==> src/rtl/ps2_kbd_rx_pkg.sv <==
// Shared scancode constants, frame FSM states and set-2 to ASCII lookup
// for the keyboard path of the message-forwarding engine.
package mfe_kbd_pkg;

    localparam logic [7:0] SC_EXT    = 8'hE0;
    localparam logic [7:0] SC_BRK    = 8'hF0;
    localparam logic [7:0] SC_LSHIFT = 8'h12;
    localparam logic [7:0] SC_RSHIFT = 8'h59;
    localparam logic [7:0] SC_ENTER  = 8'h5A;
    localparam logic [7:0] SC_ESC    = 8'h76;

    typedef enum logic [1:0] {
        IDLE,
        DATA,
        PARITY,
        STOP
    } fr_state_e;

    // Returns {hit, ascii}; hit=0 for codes outside the printable set.
    function automatic logic [8:0] sc_to_ascii(
        input logic [7:0] sc,
        input logic       shift
    );
        logic [7:0] ch;
        logic       hit;
        hit = 1'b1;
        ch  = 8'h00;
        case (sc)
            8'h1C: ch = "a";
            8'h32: ch = "b";
            8'h21: ch = "c";
            8'h23: ch = "d";
            8'h24: ch = "e";
            8'h2B: ch = "f";
            8'h34: ch = "g";
            8'h33: ch = "h";
            8'h43: ch = "i";
            8'h3B: ch = "j";
            8'h42: ch = "k";
            8'h4B: ch = "l";
            8'h3A: ch = "m";
            8'h31: ch = "n";
            8'h44: ch = "o";
            8'h4D: ch = "p";
            8'h15: ch = "q";
            8'h2D: ch = "r";
            8'h1B: ch = "s";
            8'h2C: ch = "t";
            8'h3C: ch = "u";
            8'h2A: ch = "v";
            8'h1D: ch = "w";
            8'h22: ch = "x";
            8'h35: ch = "y";
            8'h1A: ch = "z";
            8'h45: ch = "0";
            8'h16: ch = "1";
            8'h1E: ch = "2";
            8'h26: ch = "3";
            8'h25: ch = "4";
            8'h2E: ch = "5";
            8'h36: ch = "6";
            8'h3D: ch = "7";
            8'h3E: ch = "8";
            8'h46: ch = "9";
            8'h29: ch = " ";
            8'h49: ch = ".";
            8'h41: ch = ",";
            8'h4E: ch = "-";
            default: hit = 1'b0;
        endcase
        if (shift) begin
            if (ch >= "a" && ch <= "z") begin
                ch = ch - 8'h20;
            end else begin
                case (ch)
                    "0": ch = ")";
                    "1": ch = "!";
                    "2": ch = "@";
                    "3": ch = "#";
                    "4": ch = "$";
                    "5": ch = "%";
                    "6": ch = "^";
                    "7": ch = "&";
                    "8": ch = "*";
                    "9": ch = "(";
                    ".": ch = ">";
                    ",": ch = "<";
                    "-": ch = "_";
                    default: ch = ch;
                endcase
            end
        end
        return {hit, ch};
    endfunction

endpackage

==> src/rtl/ps2_frame_rx.sv <==
// PS/2 line conditioning and 11-bit frame receiver: sync, clock filter,
// frame FSM with odd parity check and inter-edge timeout.
module ps2_frame_rx
    import mfe_kbd_pkg::*;
#(
    parameter int FILT_LEN    = 4,
    parameter int TIMEOUT_CYC = 50000
) (
    input  logic       clk,
    input  logic       rst,
    input  logic       ps2_clk_i,
    input  logic       ps2_data_i,
    output logic [7:0] code,
    output logic       code_vld,
    output logic       frame_err
);

    localparam int FW = $clog2(FILT_LEN + 1);
    localparam int TW = $clog2(TIMEOUT_CYC + 1);

    logic [1:0]    clk_sync;
    logic [1:0]    dat_sync;
    logic [FW-1:0] filt_cnt;
    logic          filt_clk;
    logic          filt_clk_d;
    logic          fall;
    logic          dat;

    fr_state_e     state;
    fr_state_e     state_nx;
    logic [7:0]    shreg;
    logic [7:0]    shreg_nx;
    logic [2:0]    bit_cnt;
    logic [2:0]    bit_cnt_nx;
    logic          par;
    logic          par_nx;
    logic          vld_nx;
    logic          err_nx;
    logic          err_q;
    logic [TW-1:0] to_cnt;
    logic          to_hit;

    // Idle-high reset values so leaving reset never looks like an edge.
    always_ff @(posedge clk or negedge rst) begin
        if (!rst) begin
            clk_sync <= 2'b11;
            dat_sync <= 2'b11;
        end else begin
            clk_sync <= {clk_sync[0], ps2_clk_i};
            dat_sync <= {dat_sync[0], ps2_data_i};
        end
    end

    always_ff @(posedge clk or negedge rst) begin
        if (!rst) begin
            filt_cnt   <= '0;
            filt_clk   <= 1'b1;
            filt_clk_d <= 1'b1;
        end else begin
            filt_clk_d <= filt_clk;
            if (clk_sync[1] == filt_clk) begin
                filt_cnt <= '0;
            end else if (filt_cnt == FW'(FILT_LEN - 1)) begin
                filt_clk <= clk_sync[1];
                filt_cnt <= '0;
            end else begin
                filt_cnt <= filt_cnt + 1'b1;
            end
        end
    end

    assign fall   = filt_clk_d & ~filt_clk;
    assign dat    = dat_sync[1];
    assign to_hit = (state != IDLE) && (to_cnt == TW'(TIMEOUT_CYC));

    always_ff @(posedge clk or negedge rst) begin
        if (!rst) begin
            to_cnt <= '0;
        end else if (state == IDLE || fall) begin
            to_cnt <= '0;
        end else if (!to_hit) begin
            to_cnt <= to_cnt + 1'b1;
        end
    end

    always_comb begin
        state_nx   = state;
        shreg_nx   = shreg;
        bit_cnt_nx = bit_cnt;
        par_nx     = par;
        vld_nx     = 1'b0;
        err_nx     = 1'b0;
        if (to_hit) begin
            state_nx = IDLE;
        end else if (fall) begin
            case (state)
                IDLE: begin
                    if (!dat) begin
                        state_nx   = DATA;
                        bit_cnt_nx = 3'd0;
                    end
                end
                DATA: begin
                    shreg_nx   = {dat, shreg[7:1]};
                    bit_cnt_nx = bit_cnt + 3'd1;
                    if (bit_cnt == 3'd7) state_nx = PARITY;
                end
                PARITY: begin
                    par_nx   = dat;
                    state_nx = STOP;
                end
                STOP: begin
                    if (dat && (^{shreg, par})) vld_nx = 1'b1;
                    else                        err_nx = 1'b1;
                    state_nx = IDLE;
                end
                default: state_nx = IDLE;
            endcase
        end
    end

    always_ff @(posedge clk or negedge rst) begin
        if (!rst) begin
            state    <= IDLE;
            shreg    <= 8'h00;
            bit_cnt  <= 3'd0;
            par      <= 1'b0;
            code_vld <= 1'b0;
            err_q    <= 1'b0;
        end else begin
            state    <= state_nx;
            shreg    <= shreg_nx;
            bit_cnt  <= bit_cnt_nx;
            par      <= par_nx;
            code_vld <= vld_nx;
            err_q    <= err_nx;
        end
    end

    assign code      = shreg;
    assign frame_err = err_q | to_hit;

endmodule

==> src/rtl/ps2_kbd_rx.sv <==
// PS/2 keyboard front end: frame receiver plus set-2 scancode decoder
// producing ASCII, Enter and Escape pulses for the forwarding engine.
module ps2_kbd_rx
    import mfe_kbd_pkg::*;
#(
    parameter int FILT_LEN    = 4,
    parameter int TIMEOUT_CYC = 50000
) (
    input  logic       clk,
    input  logic       rst,
    input  logic       ps2_clk_i,
    input  logic       ps2_data_i,
    output logic [7:0] kbd_data_o,
    output logic       kbd_valid_o,
    output logic       kbd_done_o,
    output logic       kbd_reset_o,
    output logic       frame_err_o
);

    logic [7:0] code;
    logic       code_vld;
    logic       fr_err;
    logic [8:0] lut;

    logic       ext, ext_nx;
    logic       brk, brk_nx;
    logic       lshift, lshift_nx;
    logic       rshift, rshift_nx;
    logic [7:0] data_nx;
    logic       valid_nx;
    logic       done_nx;
    logic       reset_nx;

    ps2_frame_rx #(
        .FILT_LEN    (FILT_LEN),
        .TIMEOUT_CYC (TIMEOUT_CYC)
    ) u_frame (
        .clk        (clk),
        .rst        (rst),
        .ps2_clk_i  (ps2_clk_i),
        .ps2_data_i (ps2_data_i),
        .code       (code),
        .code_vld   (code_vld),
        .frame_err  (fr_err)
    );

    assign lut = sc_to_ascii(code, lshift | rshift);

    always_comb begin
        ext_nx    = ext;
        brk_nx    = brk;
        lshift_nx = lshift;
        rshift_nx = rshift;
        data_nx   = kbd_data_o;
        valid_nx  = 1'b0;
        done_nx   = 1'b0;
        reset_nx  = 1'b0;
        if (code_vld) begin
            unique case (1'b1)
                code == SC_EXT: ext_nx = 1'b1;
                code == SC_BRK: brk_nx = 1'b1;
                default: begin
                    ext_nx = 1'b0;
                    brk_nx = 1'b0;
                    // Shift make is honoured even after E0 (fake shifts).
                    if (brk) begin
                        if (code == SC_LSHIFT) lshift_nx = 1'b0;
                        if (code == SC_RSHIFT) rshift_nx = 1'b0;
                    end else if (code == SC_LSHIFT) begin
                        lshift_nx = 1'b1;
                    end else if (code == SC_RSHIFT) begin
                        rshift_nx = 1'b1;
                    end else if (ext) begin
                        valid_nx = 1'b0;
                    end else if (code == SC_ENTER) begin
                        done_nx = 1'b1;
                    end else if (code == SC_ESC) begin
                        reset_nx = 1'b1;
                    end else if (lut[8]) begin
                        valid_nx = 1'b1;
                        data_nx  = lut[7:0];
                    end
                end
            endcase
        end
    end

    always_ff @(posedge clk or negedge rst) begin
        if (!rst) begin
            ext         <= 1'b0;
            brk         <= 1'b0;
            lshift      <= 1'b0;
            rshift      <= 1'b0;
            kbd_data_o  <= 8'h00;
            kbd_valid_o <= 1'b0;
            kbd_done_o  <= 1'b0;
            kbd_reset_o <= 1'b0;
            frame_err_o <= 1'b0;
        end else begin
            ext         <= ext_nx;
            brk         <= brk_nx;
            lshift      <= lshift_nx;
            rshift      <= rshift_nx;
            kbd_data_o  <= data_nx;
            kbd_valid_o <= valid_nx;
            kbd_done_o  <= done_nx;
            kbd_reset_o <= reset_nx;
            frame_err_o <= fr_err;
        end
    end

endmodule

==> config.mk <==
export PLATFORM = sky130hd
export DESIGN_NAME = ps2_kbd_rx
export DESIGN_NICKNAME = d
export VERILOG_FILES = /design/src/rtl/ps2_kbd_rx_pkg.sv /design/src/rtl/ps2_frame_rx.sv /design/src/rtl/ps2_kbd_rx.sv
export SDC_FILE = /design/constraint.sdc
export NUM_CORES = 1
export LEC_CHECK = 0
export BUFFER_PORTS_ARGS = -buffer_cell sky130_fd_sc_hd__buf_2
export CAP_MARGIN = 10
export CORE_MARGIN = 1.5
export CORE_UTILIZATION = 47
export CTS_CLUSTER_DIAMETER = 50
export CTS_CLUSTER_SIZE = 40
export DETAILED_ROUTE_END_ITERATION = 8
export HOLD_SLACK_MARGIN = 0.15
export PLACE_DENSITY = 0.69
export SLEW_MARGIN = 30
export SYNTH_ARGS = -nofsm -noshare
export SYNTH_HDL_FRONTEND = slang
export SYNTH_HIERARCHICAL = 1
export SYNTH_SLANG_ARGS = --single-unit
==> constraint.sdc <==
create_clock -name clk -period 3.3 [get_ports clk]
set_input_delay 0.495 -clock clk [delete_from_list [all_inputs] [get_ports clk]]
set_output_delay 0.495 -clock clk [all_outputs]
set_load 0.01 [all_outputs]
==> Yosys cells after proc, flatten, opt, wreduce, memory -nomap -nowiden <==
Cells that the tools add are included.
Widths: inputs -> output; s select.
{ "totals": {"register_bits": 57, "inputBits": 4, "word_cells": 191} }
{ "op_classes": {"n_addsub": 4, "n_lt_le_gt_ge": 2, "n_eq_ne": 71, "mux": 57, "bitwise": 15, "reduce_logical": 21} }
{ "ops": {"columns": ["operator", "n"], "rows": [
  ["$pmux 7 s40", 1],
  ["$eq 8x6->1 const B", 23],
  ["$eq 8x7->1 const B", 13],
  ["$eq 7x6->1 const B", 13],
  ["$pmux 7 s13", 1],
  ["$eq 8x5->1 const B", 8],
  ["$mux 1", 40],
  ["$reduce_or 40->1", 1],
  ["$mux 16", 2],
  ["$add 16x1->16 const B", 1],
  ["$eq 16x16->1 const B", 1],
  ["$eq 8x8->1 const B", 2],
  ["$mux 8", 2],
  ["$not 1->1", 12],
  ["$reduce_and 3->1", 4],
  ["$mux 3", 3],
  ["$reduce_and 9->1", 1],
  ["$reduce_xor 9->1", 1],
  ["$ge 8x7->1 const B", 1],
  ["$le 8x7->1 const B", 1],
  ["$mux 2", 4],
  ["$pmux 2 s4", 1],
  ["$reduce_and 4->1", 2],
  ["$sub 8x6->8 const B", 1],
  ["other kinds (19)", 31]
]} }

==> Logic depth before layout (Yosys ltp) <==
{ "logic_depth": {"depth_word": 12, "ltp_mapped": 10} }

==> Hierarchy <==
Netlist, hierarchy kept.
{ "modules_own_cells": {"columns": ["mod", "n_inst", "cells_each", "area_each_um2"], "rows": [
  ["ps2_frame_rx", 1, 170, 2005.7],
  ["ps2_kbd_rx", 1, 233, 1814.2]
]} }

==> Worst setup path after synthesis <==
Ideal clock, no wire load.
{ "synth_timing": {"path_kind": "register -> register", "start": "register u_frame.shreg[4] (netlist: u_frame/code[4])", "end": "register kbd_data_o[1]", "setup_ps": 76, "t_arrival_ps": 2440, "required_ps": 3224, "slack_ps": 784, "stages_incl_launch_ff": 10, "synth_period_minus_slack_ps": 2516, "cell_sequence": "dfrtp_1 > buf_6 > nor4bb_1 > buf_6 > nand3_1 > o311ai_2 > or4_4 > o41ai_2 > mux2_1 > o21ai_1"} }
{ "synth_via": {"elab_chain_len": 6} }
{ "synth_lines": {"columns": ["element", "line", "rtl"], "rows": [
  ["start, declared", "ps2_frame_rx.sv:31", "logic [7:0] shreg;"],
  ["start signal, assigned", "ps2_frame_rx.sv:132", "shreg <= shreg_nx;"],
  ["$eq 8x7->1 (tied with other cells)", "ps2_kbd_rx_pkg.sv:28", "case (sc)"],
  ["$pmux 7 s40", "ps2_kbd_rx_pkg.sv:28", null],
  ["$ge 8x7->1 (tied with other cells)", "ps2_kbd_rx_pkg.sv:72", "if (ch >= \"a\" && ch <= \"z\") begin"],
  ["$logic_and 1x1->1 / $pmux 7 s13 (equally long branches)", "ps2_kbd_rx_pkg.sv:72, ps2_kbd_rx_pkg.sv:75", null],
  ["$mux 8", "ps2_kbd_rx_pkg.sv:72", null],
  ["$mux 8", "ps2_kbd_rx_pkg.sv:71", "if (shift) begin"],
  ["end signal, assigned", "ps2_kbd_rx.sv:104", "kbd_data_o <= data_nx;"],
  ["end, declared", "ps2_kbd_rx.sv:13", "output logic [7:0] kbd_data_o,"]
]} }
Several ways; a longest one is shown, not always the timed one.
A chain may end at the register's enable or synchronous reset.

==> Worst setup path after layout <==
{ "layout_timing": {"start": "register u_frame.shreg[3] (netlist: u_frame/code[3])", "end": "register kbd_data_o[1]"} }
Same word-level chain as after synthesis.

==> qor.txt <==
critical path depth = 7
dpl hpwl = 6350 µm
hold buffer count at CTS = 0
main combinational cell family by area after synthesis = simple AND/OR/NAND/NOR gates
CP Capture Type = register
die height = 93.2 µm
R2R setup slack = 0.24 ns
post-route ant nets = 0
Cell variety after synth = 81
worst-path maximum fanout = 15
Critical Path Sink = kbd_data_o[1]
Synth Cell Area = 3820 µm²
number of global-route vias before repair = 3116
Synth async-reset ratio = 100%
Hold/Removal Path Class = input pin to async pin
vias per cell = 6.13
total CTS buffers = 9
run status = complete, no violations
PwrDens = 649 nW/µm²
EDFF count, synth = 0
unrepaired setup endpoints after global routing = false
Synth Instances = 403
PostCTS Resize Cnt = 0
Layout Nets = 434
clk buf depth = 2
Total GRT Usage = 22.0%
GRT Residual Overflow = 0
Synth Warn # = 6
Max H-tree Level = 3
CP Class = register to register
Final Instance Area = 4230 µm²
average size of a mapped cell = 9.48 µm²
dpl cell area = 4000 µm²
setup_tns = 0 ns
I/O pins = 16
Die ar. = 8680 µm²
initial antenna violation count = 0
Initial Util = 48.9%
Post-Synth Adder-Cell Area = 3.28%
most common cell in the netlist = dfrtp_1
Arr. time, crit path = 3.33 ns
DP Worst Slack = 0.327 ns
crit share post-route = 92.6%
cell depth of the worst flop-to-flop path = 7
Worst R2R End = kbd_data_o[1]
WP data required = 3.57 ns
Chip Width = 93.2 µm
Critical Path Slowest Stage Cell = nor2b_1
Row Count = 32
Root Buffer = clkbuf_8
fillers = 698
Post-Synth XOR/XNOR Area = 5.31%
Routed WL = 8810 µm
Most Used Layer, Global Route = met2
Final Hold Fails = 0
Sink Count = 57
syn_nets = 417
max cap viols = 0
Area Overhead vs Synth = 10.6%
layout cells sized above 1 = 20.9%
CP max stage delay = 0.68 ns
Commonest cells post-synth = 51 x dfrtp_1, 32 x nand2_1, 31 x nor2_1, 20 x a21oi_1, 20 x o21ai_0
Simple-Gate Fraction of Synth Area = 27.0%
post-CTS setup repair buffer count = 0
Compound-Gate Fraction of Synth Area = 16.7%
DR vias = 3230
Setup violations, final = 0
setup ws final = 0.243 ns
normalized max-slew margin = 49.0%
top cells by area, synth = dfrtp_1 33%, dfstp_2 4.1%, ha_1 3.3%, mux2_2 3.2%, nand2_1 3.1%
# DRC = 0
largest net degree at the start of global routing = 31
worst path bufs/invs = 0
grt met2 use = 35.6%
gpl congestion = 0.990
met1 Use GR = 28.1%
CORE AREA = 7810 µm²
Clock Pin Slew Worst Setup and Hold Paths = 0.07 ns
GR Util met3 = 4.80%
first-pass GRT wire length = 14900 µm
Final Skew = 0.00839 ns
CTS tree = yes
input/output buffers = 15
Final Max Tran Viols = 0
later-pin clock latency in the skew report = 0.34 ns
FF-to-FF Start = u_frame/code[3]
Post-synth top flop = dfrtp_1
Seq cells post-synth = 57
static leakage = 1.73 nW
WHS = 0.178 ns
area leader, netlist = dfrtp_1
Worst Tran Pin Value = 0.764 ns
initial DRC count = 429
diodes inserted = 0
register area share after synthesis = 37.5%
worst-path cell chain = nor2b_1 > or3_1 > a21oi_1 > or4_1 > o41ai_2 > mux2_1 > o21ai_1
Pre-antenna DRT Iters = 5
Worst setup SP type = register
Worst VDD drop = 0.408 mV
Worst Setup SP = u_frame/code[3]
mux cell area share after synthesis = 5.11%
CP delay by family, top = simple AND/OR/NAND/NOR gates
Tmin final = 3.06 ns
top cell type's share of synthesized area = 33.4%
routed len/inst = 16.7 µm
Fmax = 327 MHz
==> flip-flops by register name (all words and copies together), names as in the netlist, 2 cells and up <==
signal	count
u_frame/dat_sync	2
u_frame/filt_cnt	3
u_frame/clk_sync	2
u_frame/to_cnt	16
u_frame/code	8
u_frame/state	2
u_frame/bit_cnt	3
kbd_data_o	8
==> final cells by class <==
class	count	area (µm²)	share of cell area, %
clock buffer	10	138	3.26
tap	102	128	3.02
sequential	57	1430	33.9
clock inverter	6	91.3	2.16
multi-input combinational	309	2190	51.9
inverter	11	41.3	0.977
timing repair buffer	32	203	4.80
==> cell families (layout without fill, tap and decap cells) <==
kind of cell    count (synthesis)  count (layout)
xor+xnor                       20              20
buf+inv                        37              59
compound gates                 89              89
flops                          57              57
fa+ha+maj                      10              10
mux                            18              18
simple gates                  172             172
==> worst min path at each step <==
stage                     endpoint  slack (ns)  cells after the start
3_3_place_gp   u_frame/clk_sync[1]        0.35                      0
5_1_grt          u_frame/to_cnt[7]        0.23                      1
6_report         u_frame/to_cnt[7]        0.18                      1
4_1_cts          u_frame/to_cnt[7]        0.19                      1
2_1_floorplan                  brk        0.20                      0
3_5_place_dp   u_frame/clk_sync[1]        0.35                      0
==> metrics by stage <==
stage,util (%),power (W),instances
after floorplan,-,0.00178,403
after global placement,51.2,0.00197,511
after detailed placement,51.2,0.00200,511
after CTS,54.1,0.00276,527
after global routing,54.1,0.00292,527
final,54.1,0.00274,527
==> worst reg2reg max path: stages, from the launching register on <==
cell,delay [ns]
dfrtp_1,0.61
nor2b_1,0.69
or3_1,0.20
a21oi_1,0.06
or4_1,0.52
o41ai_2,0.43
mux2_1,0.37
o21ai_1,0.11
==> placed cells by master (no fill, tap or decap), types with 6 or more instances in the layout <==
cell / instances
o21ai_0: 20
nand4_1: 11
nand2_1: 32
xnor2_1: 13
mux2_2: 11
ha_1: 10
buf_2: 15
inv_1: 10
dfrtp_1: 51
buf_4: 17
nor2b_1: 10
nand2b_1: 9
clkbuf_8: 10
nor2_1: 31
mux2i_1: 6
nand3_1: 12
dfstp_2: 6
nor3_1: 9
a21oi_1: 20
==> where the power goes <==
group / switching [W] / internal [W] / total [W]
Clock: 0.000294 / 0.000448 / 0.000741
Sequential: 0.000208 / 0.000818 / 0.00103
Combinational: 0.000531 / 0.000444 / 0.000974
Total: 0.00103 / 0.00171 / 0.00274
==> routing by layer <==
metal | share of wire (%) | vias up
met5 | 0 | -
met4 | 2.9 | 0
met3 | 6.0 | 21
met2 | 47 | 137
met1 | 44 | 1552
li1 | - | 1520
Power figures use the tool's default switching activity.
